`config.mk`:
```
export PLATFORM = sky130hd
export DESIGN_NAME = imem_loader_flat
export DESIGN_NICKNAME = d
export VERILOG_FILES = /design/src/rtl/imem_loader_if.sv /design/src/rtl/imem_loader.sv /design/src/flat_wrapper.sv
export SDC_FILE = /design/constraint.sdc
export NUM_CORES = 1
export LEC_CHECK = 0
export CORE_ASPECT_RATIO = 0.75
export CORE_MARGIN = 2
export CORE_UTILIZATION = 50
export DETAILED_ROUTE_END_ITERATION = 12
export PLACE_DENSITY = 0.84
export RECOVER_POWER = 100
export SLEW_MARGIN = 20
export SYNTH_ARGS = -nofsm -noshare
export SYNTH_HDL_FRONTEND = slang
export SYNTH_SLANG_ARGS = --single-unit
export TNS_END_PERCENT = 10
```
`constraint.sdc`:
```
create_clock -name clk -period 2.4 [get_ports clk]
set_input_delay 0.48 -clock clk [delete_from_list [all_inputs] [get_ports clk]]
set_output_delay 0.48 -clock clk [all_outputs]
set_load 0.005 [all_outputs]
```
`src/rtl/imem_loader_if.sv`:
```
// Stream-in and IMEM write-port signals of the program loader.
// The loader takes the slave side; the byte source / memory observer takes the master side.
interface imem_loader_if #(
    parameter int ADDR_W = 32
);
    logic              s_valid;
    logic [7:0]        s_data;
    logic              s_ready;
    logic              mem_we;
    logic [ADDR_W-1:0] mem_addr;
    logic [7:0]        mem_wdata;

    modport master (
        output s_valid, s_data,
        input  s_ready, mem_we, mem_addr, mem_wdata
    );

    modport slave (
        input  s_valid, s_data,
        output s_ready, mem_we, mem_addr, mem_wdata
    );
endinterface

```
`src/rtl/imem_loader.sv`:
```
// Framed byte-stream program loader: length (2 B, LE), payload, 8-bit checksum.
// Writes payload into IMEM from address 0 and releases cpu_hold only on a valid image.
//
// state  | meaning
// IDLE   | after reset, waiting for start
// LEN_LO | expecting length low byte
// LEN_HI | expecting length high byte, length checked here
// DATA   | receiving payload, one IMEM write per byte
// CHK    | expecting checksum byte
// DONE   | image valid, core released
// ERROR  | bad length or checksum, core held
module imem_loader #(
    parameter int IMEM_SIZE = 1024,
    parameter int ADDR_W    = 32
) (
    input  logic       clk,
    input  logic       rst_n,
    input  logic       start,
    imem_loader_if.slave bus,
    output logic       busy,
    output logic       done,
    output logic [1:0] error,
    output logic       cpu_hold
);

    typedef enum logic [2:0] {
        IDLE   = 3'd0,
        LEN_LO = 3'd1,
        LEN_HI = 3'd2,
        DATA   = 3'd3,
        CHK    = 3'd4,
        DONE   = 3'd5,
        ERROR  = 3'd6
    } state_t;

    localparam logic [16:0] MAX_LEN = 17'(IMEM_SIZE);

    state_t            state_q, state_d;
    logic [15:0]       len_q, len_d;
    logic [15:0]       idx_q, idx_d;
    logic [7:0]        sum_q, sum_d;
    logic              mem_we_q, mem_we_d;
    logic [ADDR_W-1:0] mem_addr_q, mem_addr_d;
    logic [7:0]        mem_wdata_q, mem_wdata_d;
    logic              done_q, done_d;
    logic [1:0]        error_q, error_d;
    logic              cpu_hold_q, cpu_hold_d;

    logic              in_session;
    logic              xfer;
    logic [7:0]        sum_next;
    logic [15:0]       len_full;
    logic              len_bad;

    assign in_session = (state_q == LEN_LO) || (state_q == LEN_HI) ||
                        (state_q == DATA)   || (state_q == CHK);
    assign xfer       = bus.s_valid && in_session;
    assign sum_next   = sum_q + bus.s_data;
    assign len_full   = {bus.s_data, len_q[7:0]};
    // Image must be non-empty, fit the IMEM, and consist of whole 32-bit words.
    assign len_bad    = (len_full == 16'd0) || ({1'b0, len_full} > MAX_LEN) ||
                        (len_full[1:0] != 2'b00);

    always_comb begin
        state_d     = state_q;
        len_d       = len_q;
        idx_d       = idx_q;
        sum_d       = sum_q;
        mem_we_d    = 1'b0;
        mem_addr_d  = mem_addr_q;
        mem_wdata_d = mem_wdata_q;
        done_d      = done_q;
        error_d     = error_q;
        cpu_hold_d  = cpu_hold_q;

        case (state_q)
            IDLE, DONE, ERROR: begin
                if (start) begin
                    state_d    = LEN_LO;
                    done_d     = 1'b0;
                    error_d    = 2'd0;
                    cpu_hold_d = 1'b1;
                    idx_d      = 16'd0;
                    sum_d      = 8'd0;
                end
            end
            LEN_LO: begin
                if (xfer) begin
                    len_d[7:0] = bus.s_data;
                    sum_d      = sum_next;
                    state_d    = LEN_HI;
                end
            end
            LEN_HI: begin
                if (xfer) begin
                    len_d = len_full;
                    sum_d = sum_next;
                    if (len_bad) begin
                        state_d = ERROR;
                        error_d = 2'd1;
                    end else begin
                        state_d = DATA;
                    end
                end
            end
            DATA: begin
                if (xfer) begin
                    mem_we_d    = 1'b1;
                    mem_addr_d  = ADDR_W'(idx_q);
                    mem_wdata_d = bus.s_data;
                    idx_d       = idx_q + 16'd1;
                    sum_d       = sum_next;
                    if (idx_q == len_q - 16'd1) begin
                        state_d = CHK;
                    end
                end
            end
            CHK: begin
                if (xfer) begin
                    if (sum_next == 8'd0) begin
                        state_d    = DONE;
                        done_d     = 1'b1;
                        cpu_hold_d = 1'b0;
                    end else begin
                        state_d    = ERROR;
                        error_d    = 2'd2;
                        cpu_hold_d = 1'b1;
                    end
                end
            end
            default: begin
                state_d = IDLE;
            end
        endcase
    end

    always_ff @(posedge clk or negedge rst_n) begin
        if (!rst_n) begin
            state_q     <= IDLE;
            len_q       <= 16'd0;
            idx_q       <= 16'd0;
            sum_q       <= 8'd0;
            mem_we_q    <= 1'b0;
            mem_addr_q  <= '0;
            mem_wdata_q <= 8'd0;
            done_q      <= 1'b0;
            error_q     <= 2'd0;
            cpu_hold_q  <= 1'b1;
        end else begin
            state_q     <= state_d;
            len_q       <= len_d;
            idx_q       <= idx_d;
            sum_q       <= sum_d;
            mem_we_q    <= mem_we_d;
            mem_addr_q  <= mem_addr_d;
            mem_wdata_q <= mem_wdata_d;
            done_q      <= done_d;
            error_q     <= error_d;
            cpu_hold_q  <= cpu_hold_d;
        end
    end

    assign bus.s_ready   = in_session;
    assign bus.mem_we    = mem_we_q;
    assign bus.mem_addr  = mem_addr_q;
    assign bus.mem_wdata = mem_wdata_q;
    assign busy          = in_session;
    assign done          = done_q;
    assign error         = error_q;
    assign cpu_hold      = cpu_hold_q;

endmodule

```
`src/flat_wrapper.sv`:
```
// flat-port wrapper written by rule: the top's interface ports become plain ports
module imem_loader_flat 
#(
    parameter int IMEM_SIZE = 1024,
    parameter int ADDR_W    = 32
)
  (clk, rst_n, start, busy, done, error, cpu_hold, bus_s_valid, bus_s_data, bus_s_ready, bus_mem_we, bus_mem_addr, bus_mem_wdata);
  imem_loader_if #(.ADDR_W(ADDR_W)) bus_i ();
  input  logic clk;
  input  logic rst_n;
  input  logic start;
  output logic busy;
  output logic done;
  output logic [1:0] error;
  output logic cpu_hold;
  input wire logic [$bits(bus_i.s_valid)-1:0] bus_s_valid;
  input wire logic [$bits(bus_i.s_data)-1:0] bus_s_data;
  output wire logic [$bits(bus_i.s_ready)-1:0] bus_s_ready;
  output wire logic [$bits(bus_i.mem_we)-1:0] bus_mem_we;
  output wire logic [$bits(bus_i.mem_addr)-1:0] bus_mem_addr;
  output wire logic [$bits(bus_i.mem_wdata)-1:0] bus_mem_wdata;
  assign bus_i.s_valid = bus_s_valid;
  assign bus_i.s_data = bus_s_data;
  assign bus_s_ready = bus_i.s_ready;
  assign bus_mem_we = bus_i.mem_we;
  assign bus_mem_addr = bus_i.mem_addr;
  assign bus_mem_wdata = bus_i.mem_wdata;
  imem_loader #(.IMEM_SIZE(IMEM_SIZE), .ADDR_W(ADDR_W)) u_core (.clk(clk), .rst_n(rst_n), .start(start), .bus(bus_i), .busy(busy), .done(done), .error(error), .cpu_hold(cpu_hold));
endmodule
```
==> flow_summary.ini <==
[finish]
nets = 614
layout_common_cells = nand2_1 (99), buf_4 (86), dfrtp_1 (71)
area_growth_pct = 35.9
layout_commonest_cell = nand2_1
drive_gt1_frac = 0.250
stdcell_count = 704
antenna_cells = 0

[logic_synthesis]
synthAdderAreaFrac = 0.0340
synth-compound-area-share = 0.114
synthSimpleGateAreaFrac = 0.211
synth-seq-cells = 72
synthArstFlopShare = 1.00
muxShareOfSynthArea = 0.0593
syn-cell-area_um2 = 4260
synthCells = 471
synth_xor_area_frac = 0.0883
synth_edf_count = 0
yosys_warnings = 0
synth_seq_area_share = 0.423
synth_flop_cell = dfrtp_1
syn_area_per_cell_um2 = 9.05
synth_cell_types = 61
synth_top_family_by_area = simple AND/OR/NAND/NOR gates

[global_routing]
grt_pass1_vias = 4118
grt_max_degree = 29
grt-ovfl-total = 0
grtUsageTotal = 0.287
antenna_found_initial = 0
grt_first_pass_wirelength_um = 21200

[placement]
place_ws_ns = -0.867
hpwl_um = 8830
place_congestion = 0.917
port_buffers = 42
post-place-cells = 680

[sta]
setup_violations = 6
fmax_ghz = 0.364
maxSlewHeadroom = 0.275
finalSetupTns_ns = -1.01
period_minus_slack_ns = 2.74
postLayoutSetupSlackWorst_ns = -0.344
holdWs_ns = 0.319
maxSlewViolCount = 0
worst_pin_slew_ns = 1.09
skew_ns = 0.00741
rsz0062_at_grt = true
period_share = 1.14
hold_viol = 0

[setup_path]
critical_path_required_ns = 2.60
startpoint_type = flop
critical_path.max_fanout = 4
crit_slowest_cell = or4_1
reg2reg_slack_ns = -0.34
cp.arrival_ns = 2.94
critPathCaptureType = flop
critPathKind = reg2reg
cp_cell_sequence = inv_1, ha_1, nor2b_1, mux2i_1, o32a_1, a2111oi_0, and4_1, nor3b_1, or4_1
max_stage_delay_ns = 0.52
crit_start = u_core.len_q[0]
reg2reg_from = u_core.len_q[0]

[die]
io_pins = 59
start_util = 0.509
fp.coreArea_um2 = 8380
std_cell_rows = 29
die_h_um = 84.0
fp.dieArea_um2 = 9290
dieWidth_um = 111

[job]
drv_cap = 0

[clock_tree]
postCtsHoldBufs = 0
numCtsBuffers = 9
clk_latency_ns = 0.34
clkTransAtPathRegs_ns = 0.06
cts_root_buffer = clkbuf_16
cts-htree-levels = 3
clock-sinks = 72
cts_tree = built
clk_path_buf_depth = 2

[status]
outcome = finished, violations left
violations = negative setup slack

[worst_hold_path]
hold_class = in2async

[power]
leakage_nw = 2.73
power.share.clock = 0.211
power_switching_share = 0.386
power_density_nw_per_um2 = 1190
p_sw_mw = 2.66
seqPwrFrac = 0.270
intPower_mw = 4.23
ir_drop_uv = 746
combPwrFrac = 0.520

[drt]
via_per_inst = 5.75
wl_um = 12900
wl_per_cell_um = 18.3
postRouteAntennaNets = 0
dr.pass1.iters = 5
remaining_drc_errors = 0
drtIter0Drc = 292
vias = 4050
==> cell families (layout without fill, tap and decap cells) <==
kind of cell / after synthesis / count (layout)
AOI/OAI and AO/OA: 71 / 71
xor gates and xnor gates: 43 / 43
adders and majority gates: 11 / 11
buffers and inverters: 58 / 168
DFF: 72 / 72
muxes: 23 / 23
other: 1 / 16
and+or+nand+nor: 192 / 192
==> cell type report <==
class,instances,area (µm²)
Inverter,9,33.8
Fill cell,590,2590
Multi-Input combinational cell,356,2360
Tap cell,108,135
Timing Repair Buffer,143,1140
Clock buffer,10,229
Sequential cell,72,1800
Clock inverter,6,90.1
==> power groups by stage <==
stage | Clock (mW) | Sequential (mW) | Combinational [mW]
finish | 1.45 | 1.86 | 3.58
global route | 1.52 | 1.89 | 3.85
CTS | 1.45 | 1.85 | 3.48
detailed placement | 0 | 1.85 | 3.28
global placement | 0 | 1.82 | 3.16
floorplan | 0 | 1.78 | 1.86
==> critical path, delay by kind of cell, from the launching register on <==
kind / cells / cell delay (ns)
AOI/OAI and AO/OA: 2 / 0.66
adders and majority gates: 1 / 0.22
buffers and inverters: 1 / 0.10
DFF: 1 / 0.41
muxes: 1 / 0.10
and+or+nand+nor: 4 / 1.11
==> through the flow <==
| step | util | power [mW] | cell area [µm²] |
|---|---|---|---|
| after floorplan | - | 3.64 | 4360 |
| after global placement | 0.640 | 4.98 | 5370 |
| after detailed placement | 0.640 | 5.12 | 5370 |
| after CTS | 0.694 | 6.78 | 5820 |
| after global routing | 0.691 | 7.27 | 5790 |
| final | 0.691 | 6.89 | 5790 |
==> synth_stat cells, drive strengths merged, types with 3 or more instances <==
library cell | n | area (µm²)
a211oi | 5 | 37.5
inv | 9 | 33.8
nand2 | 100 | 378
a21oi | 6 | 30.0
ha | 10 | 125
o21ai | 18 | 90.1
xnor2 | 21 | 184
o22ai | 8 | 50.1
mux2 | 18 | 203
nor2b | 5 | 31.3
dfrtp | 71 | 1780
nor3 | 10 | 50.1
a31oi | 5 | 31.3
nor3b | 5 | 37.5
clkbuf | 25 | 93.8
a2111oi | 4 | 35.0
nand3 | 12 | 60.1
nor2 | 31 | 116
nand4 | 7 | 43.8
o2111ai | 3 | 26.3
or4 | 4 | 30.0
buf | 24 | 168
xor2 | 22 | 193
nor4 | 3 | 40.0
mux2i | 5 | 50.1
==> routing by layer <==
layer  up-vias  GRT usage  routed length, µm
met5         -          0                  0
met4         0      0.116                544
met3        61     0.0697                967
met2       217      0.455               5970
met1      1934      0.379               5430
li1       1838          -                  -
==> flip-flops by register name, indices dropped and copies added (netlist names) <==
register              count
u_core.error              2
u_core.cpu_hold           1
u_core.bus.mem_wdata      8
u_core.state_q            3
u_core.len_q             16
u_core.sum_q              8
u_core.bus.mem_we         1
u_core.done               1
u_core.idx_q             16
u_core.bus.mem_addr      16
==> path summary, 6_finish.rpt <==
| kind | end | cells past startpoint |
|---|---|---|
| worst max-delay path | u_core.state_q[1] | 9 |
| min in group clk | u_core.bus.mem_addr[10] | 2 |
| worst min register to register | u_core.bus.mem_addr[10] | 2 |
| max in group asynchronous | u_core.bus.mem_addr[13] | 2 |
| worst max register to register | u_core.state_q[1] | 9 |
| worst min-delay path | u_core.bus.mem_addr[4] | 1 |
==> what timing repair did <==
action	in CTS	in global routing
setup endpoints to repair	10	7
pin swaps	16	6
resized for setup	27	5
buffers inserted	8	0
Power figures use the tool's default switching activity.
